[config.mk]
export PLATFORM = sky130hd
export DESIGN_NAME = count_sequencer
export DESIGN_NICKNAME = d
export VERILOG_FILES = /design/src/rtl/count_sequencer.sv
export SDC_FILE = /design/constraint.sdc
export NUM_CORES = 1
export LEC_CHECK = 0
export BUFFER_PORTS_ARGS = -buffer_cell sky130_fd_sc_hd__buf_2
export CAP_MARGIN = 20
export CORE_UTILIZATION = 30
export DETAILED_ROUTE_END_ITERATION = 12
export PLACE_DENSITY_LB_ADDON = 0.15
export RECOVER_POWER = 25
export SLEW_MARGIN = 10
export SYNTH_ARGS = -nofsm -noshare
export SYNTH_HDL_FRONTEND = slang
export SYNTH_SLANG_ARGS = --single-unit
[constraint.sdc]
create_clock -name clk -period 1.7 [get_ports clk]
set_input_delay 0.34 -clock clk [delete_from_list [all_inputs] [get_ports clk]]
set_output_delay 0.34 -clock clk [all_outputs]
set_load 0.01 [all_outputs]
[src/rtl/count_sequencer.sv]
// Start/pause/clear sequencer around a prescaled WIDTH-bit counter with a
// programmable terminal value, one-shot or auto-reload; COUNT_SEQ_DOWN_EN adds dir.
module count_sequencer #(
  parameter int WIDTH    = 4,
  parameter int PRESCALE = 4
) (
  input  logic             clk,
  input  logic             rst,
  input  logic             start,
  input  logic             pause,
  input  logic             clear,
  input  logic [WIDTH-1:0] limit,
  input  logic             auto_reload,
`ifdef COUNT_SEQ_DOWN_EN
  input  logic             dir,
`endif
  output logic [WIDTH-1:0] count,
  output logic [1:0]       state,
  output logic             busy,
  output logic             done
);

  localparam int PW = (PRESCALE > 1) ? $clog2(PRESCALE) : 1;
  localparam logic [PW-1:0] PMAX = PW'(PRESCALE - 1);

  typedef enum logic [1:0] {
    IDLE  = 2'b00,
    RUN   = 2'b01,
    PAUSE = 2'b10,
    DONE  = 2'b11
  } state_t;

  state_t           st, st_next;
  logic [PW-1:0]    presc;
  logic [WIDTH-1:0] limit_q;
  logic             reload_q;
  logic             down_q;
  logic             dir_in;
  logic             run_edge;
  logic             step;
  logic             term;

`ifdef COUNT_SEQ_DOWN_EN
  assign dir_in = dir;
  always_ff @(posedge clk or posedge rst) begin
    if (rst)
      down_q <= 1'b0;
    else if (!clear && start)
      down_q <= dir;
  end
`else
  assign dir_in = 1'b0;
  assign down_q = 1'b0;
`endif

  // Counting only happens on RUN edges where no control pulse is accepted.
  assign run_edge = (st == RUN) && !clear && !start && !pause;
  assign step     = run_edge && (presc == PMAX);
  assign term     = down_q ? (count == '0) : (count == limit_q);

  always_ff @(posedge clk or posedge rst) begin
    if (rst)
      st <= IDLE;
    else
      st <= st_next;
  end

  always_comb begin
    st_next = st;
    if (clear)
      st_next = IDLE;
    else if (start)
      st_next = RUN;
    else begin
      case (st)
        RUN:     if (pause) st_next = PAUSE;
                 else if (step && term && !reload_q) st_next = DONE;
        PAUSE:   if (pause) st_next = RUN;
        default: st_next = st;
      endcase
    end
  end

  assign state = st;
  assign busy  = (st == RUN) || (st == PAUSE);

  always_ff @(posedge clk or posedge rst) begin
    if (rst) begin
      count    <= '0;
      presc    <= '0;
      limit_q  <= '0;
      reload_q <= 1'b0;
      done     <= 1'b0;
    end else begin
      done <= 1'b0;
      if (clear) begin
        count <= '0;
        presc <= '0;
      end else if (start) begin
        limit_q  <= limit;
        reload_q <= auto_reload;
        count    <= dir_in ? limit : '0;
        presc    <= '0;
      end else if (run_edge) begin
        if (step) begin
          presc <= '0;
          if (term) begin
            done <= 1'b1;
            if (reload_q)
              count <= down_q ? limit_q : '0;
          end else begin
            count <= down_q ? count - WIDTH'(1) : count + WIDTH'(1);
          end
        end else begin
          presc <= presc + PW'(1);
        end
      end
    end
  end

endmodule

[Yosys cells after proc, flatten, opt, wreduce, memory -nomap -nowiden]
Cells that the tools add are included.
Operators by class
  multiplexer cells: 21
  add/sub/neg operators: 2
  bitwise gates (word level): 1
  reduce and logical (&&, ||, !) cells: 17
  equal/unequal tests: 7
Operators by type and width (count)
  4-bit 2-to-1 mux: 6
  2-bit 2-to-1 mux: 9
  4-bit != test, second input constant: 2
  1-bit logical AND: 6
  3-bit AND reduction: 2
  3-bit nonzero test: 2
  1-bit 2-to-1 mux: 5
  5-bit by 4-bit != test with 1-bit output, second input constant: 1
  4-bit by 1-bit adder with 4-bit output, second input constant: 1
  2-bit == test, second input constant: 2
  4-bit == test: 1
  1-bit zero test: 4
  2-bit one-hot mux with 2 select lines: 1
  4-bit nonzero test: 1
  2-bit by 1-bit adder with 2-bit output, second input constant: 1
  2-bit by 1-bit == test with 1-bit output, second input constant: 1
  2-bit AND reduction: 1
  1-bit logical OR: 1
  1-bit inverter: 1
Storage, ports and cells
  bits of input ports: 10
  flip-flop bits (word level): 14
  output and inout bits: 8
  word-level logic and storage cells: 54

[Longest topological paths before layout]
  depth in word-level cells: 12
  mapped depth: 6
  gate-level depth less buffers: 6

[Worst setup path after synthesis]
OpenSTA, ideal clock, no wires.
  path type: register -> register
  start: register st[1] (netlist: state[1])
  end: register count[1]
  required time: 1574 ps
  library setup time: 126 ps
  cell stages (with the launch flop): 6
  clock period less this slack: 1565 ps
  data arrival time: 1439 ps
  buffers on the path: 0
  setup slack: 135 ps
  cells stage by stage: dfrtp_1 inv_1 ha_1 nor2b_1 nand3_2 a311o_1
On the way
  word-level cells in the longest chain between the ends: 7
  elaborated cells on any way between the ends: 8
  classes of those cells: eq/ne: 1; reduce/logical: 7
RTL lines
  start: declaration: RTL line 33  | state_t st, st_next;
  start signal: assignment: RTL line 65  | st <= st_next;
  2-bit by 1-bit == test with 1-bit output *: RTL line 57  | assign run_edge = (st == RUN) && !clear && !start && !pause;
  1-bit logical AND * (3 in series): RTL line 57
  1-bit logical AND: RTL line 58  | assign step = run_edge && (presc == PMAX);
  3-bit nonzero test (no source line)
  3-bit AND reduction (no source line) *
  end signal: assignment: RTL line 102  | count <= dir_in ? limit : '0;
  end signal: assignment: RTL line 110  | count <= down_q ? limit_q : '0;
  end signal: assignment: RTL line 112  | count <= down_q ? count - WIDTH'(1) : count + WIDTH'(1);
  end: declaration: RTL line 17  | output logic [WIDTH-1:0] count,
Every way passes the cells marked *; elsewhere a longest branch is shown, timed or not.
A chain may end at the register's enable or synchronous reset.

[Worst setup path in the final report]
  start: register st[0] (netlist: state[0])
  end: register st[1] (netlist: state[1])
On the way
  word-level cells in the longest chain between the ends: 9
  elaborated cells on any way between the ends: 15
  classes of those cells: eq/ne: 4; mux: 3; reduce/logical: 8
RTL lines
  2-bit by 1-bit == test with 1-bit output: RTL line 57, 75
  1-bit logical AND (3 in series): RTL line 57
  1-bit logical AND: RTL line 58
  1-bit logical AND (2 in series): RTL line 77  | else if (step && term && !reload_q) st_next = DONE;
  5-bit by 4-bit != test with 1-bit output (no source line)
  3-bit AND reduction (no source line)
Several ways; a longest one is shown, not always the timed one.

==> summary.txt <==
Layout
  – P&R area growth vs syn: 23.4%
  – Nets: around 120
  – Share of cells above drive strength 1: around 36%
  – Number of antenna diodes: 0
  – Layout Utilization: 40.0%
  – Fin cells: roughly 130
  – Cell area after layout: a little over 0.001 mm^2

Synth
  – Synth Area in XOR/XNOR: under 10%
  – Post-Synthesis Cells: 77
  – Syn Std Cell Area: between 800 and 900 um^2
  – Largest family of logic cells by synthesized area: simple AND/OR/NAND/NOR gates
  – Synth Area in Compound Gates: 9.86%
  – Yosys warning total: 0
  – Sequential fraction of the synthesis area: 42.5%
  – Seq cells post-synth: 14
  – Adder-cell share of the synthesized area: between 6 and 7%
  – Yosys top cell area share: between 40 and 50%
  – Synth top area cells: dfrtp_1, mux2_2, ha_1, xnor2_1, nor2_1
  – Avg Inst Size Synth: ~11 um^2
  – Post-synthesis mux area share: a little under an eighth
  – Yosys top cell by area: dfrtp_1
  – Syn Nets: between 90 and 100
  – Post-Synth Simple-Gate Area: 22.0%
  – Yosys cell types: 29

Clock tree
  – Clock latency on the worst-skew pair: around 0.27 ns
  – Bufs on Longest Clock Path: 2
  – Post-CTS Hold Fix Bufs: 0
  – CTS tree: yes
  – CTS Buf Count: 3
  – Clock Pin Slew Worst Setup and Hold Paths: 0.08 ns
  – H-tree levels: 1
  – CTS Sinks: 14
  – Root Driver: clkbuf_4
  – Post-CTS Setup Repair Bufs: 0
  – Resized cells post-CTS: 0

Global routing
  – GRT Residual Overflow: 0
  – Initial antenna violation count: 0
  – Maximum number of pins on one net before global-route repair: 15
  – Gr usage total: a little over an eighth
  – First-pass GRT wire length: 2820 um
  – Vias in the first global route: between 600 and 700

Setup path
  – Critical path arrival: 1.72 ns
  – Crit path required time: approximately 1.9 ns
  – Crit-path max cell delay: 0.39 ns
  – Setup crit end kind: register
  – Critical Path Fanout Max: 4
  – Crit Path Class: reg2reg
  – Worst reg2reg setup slack: 0.13 ns
  – R2R depth: 6
  – Reg2Reg Launch Point: state[0]$_DFFE_PP0P_
  – Startpoint types: register
  – Crit Reg-Reg Endpoint: state[1]$_DFFE_PP0P_
  – CP max-delay cell: dfrtp_1
  – Worst-path cell chain: inv_1 -> ha_1 -> nor2_1 -> nand3_1 -> o21ai_2 -> mux2_1

Timing
  – Final setup viols: 0
  – Final worst path period share: 92.2%
  – Slew Viols, Final: 0
  – FMAX: roughly 640 MHz
  – Worst Tran Pin Value: 0.539 ns
  – Clk_skew: 0.00538 ns
  – Final hold violations: 0
  – Slew headroom: around 64%
  – Final min period: between 1.5 and 2 ns
  – Setup TNS: 0 ns
  – Unrepaired setup endpoints after global routing: no

Power
  – Sequential share of power: about 54%
  – Leak: roughly 0.46 nW
  – P_sw: between 0.15 and 0.2 mW
  – Worst IR Drop VDD: 0.397 mV
  – P_int: ~0.51 mW
  – Power share of the clock group: 25.5%
  – Power per standard cell area: ~690 mW/mm^2
  – Combinational Power Share: 20.3%
  – Sw Share: roughly 27%

Detailed routing
  – Total wire length: 1670 um
  – Total number of vias: between 600 and 700
  – WL per Instance: 12.5 um
  – Via density: 4.89
  – 1st-pass router iterations: 4
  – # DRC: 0
  – 1st-iter DRT viols: 11
  – DRT antenna net count: 0

Placement
  – Post-DP HPWL: around 1300 um
  – Placed insts: between 100 and 150
  – Cell Area, Placed: about 990 um^2
  – Routability cong.: about 0.7
  – IO buf count: 17

Die
  – Die footprint: between 0.002 and 0.003 mm^2
  – Die W: 54.4 um
  – DIE HEIGHT: around 54 um
  – Initial Util: about 32%
  – Rows: 18
  – Core area: approximately 0.0025 mm^2
  – # IOs: 18

Outcome
  – Run status: finished, final reports clean

Worst hold path
  – Worst hold path class: in2async

Flow run
  – MaxCap Viol Count: 0
[how the worst max path moves through the flow]
stage | start | endpoint | cells past startpoint
floorplan | state[1]$_DFFE_PP0P_ | count[1]$_DFFE_PP0P_ | 5
global placement | state[1]$_DFFE_PP0P_ | count[0]$_DFFE_PP0P_ | 5
detailed placement | state[0]$_DFFE_PP0P_ | state[1]$_DFFE_PP0P_ | 6
CTS | state[0]$_DFFE_PP0P_ | busy | 4
global route | state[1]$_DFFE_PP0P_ | count[3]$_DFFE_PP0P_ | 6
finish | state[0]$_DFFE_PP0P_ | state[1]$_DFFE_PP0P_ | 6
[registers in the layout, summed over array words and instances (netlist names)]
| register | cells |
|---|---|
| reload_q | 1 |
| presc | 2 |
| state | 2 |
| limit_q | 4 |
| done | 1 |
| count | 4 |
[cells in the mapped netlist (all sizes together)]
master,n
nor2,8
nor3b,4
and4,1
nor4b,1
xnor2,4
mux2,7
nand4,1
ha,4
nand2b,1
nor2b,3
o21bai,1
a311o,2
or2,1
o31ai,1
o21ai,3
a32oi,2
nor4,3
a21oi,2
nand3b,1
buf,1
inv,6
nand3,3
mux2i,2
nor3,1
dfrtp,14
[layout make-up]
cell class              instances  area [um^2]
clock buffers                   3         22.5
flip-flops and latches         14          350
multi-input cells              56          447
well taps                      30         37.5
repair buffers                 24          138
inverters                       6         22.5
fillers                       266         1530
[cell usage in the layout, fill, tap and decap left out, types with 4 or more instances in the layout]
master	instances
buf_2	17
dfrtp_1	14
nor2_1	8
buf_4	7
inv_1	6
mux2_2	5
xnor2_1	4
nor3b_1	4
ha_1	4
[cells by family (layout without fill, tap and decap cells)]
logic type	count (synthesis)	after routing
AND/OR/NAND/NOR	28	28
flip-flops	14	14
AO/OA/AOI/OAI	11	11
multiplexers	9	9
buffers and inverters	7	33
adder cells (fa/ha/maj)	4	4
XOR/XNOR	4	4
[metal layers]
layer	part of all wire, %	vias to the layer above	global-route usage [%]	routed length (um)
met5	0	-	0	0
met4	0.66	0	6.41	11
met3	4.3	2	2.22	72
met2	45	15	20.5	750
met1	50	301	18.3	829
li1	-	333	-	-
[worst max-delay path, delay by kind of cell, from the launching register on]
family	cells	cell delay, ns
DFF	1	0.39
muxes	1	0.34
adders and majority gates	1	0.30
and+or+nand+nor	2	0.19
AOI/OAI and AO/OA	1	0.17
buffers and inverters	1	0.06
[per-stage QoR]
stage	hold slack (ns)	worst slack, ns	power [mW]
after global routing	0.147	0.00281	0.750
after CTS	0.112	0.112	0.716
final	0.0981	0.132	0.697
after floorplan	0.229	0.135	0.479
after global placement	0.413	0.147	0.527
after detailed placement	0.419	0.137	0.530
[power by group through the flow]
stage	sequential [mW]	combinational (mW)	clock (mW)
4_1_cts	0.379	0.144	0.193
3_5_place_dp	0.386	0.144	0
2_1_floorplan	0.382	0.0963	0
6_report	0.379	0.141	0.178
3_3_place_gp	0.385	0.142	0
5_1_grt	0.383	0.161	0.207
No activity file was read; power rests on OpenSTA's default activity.
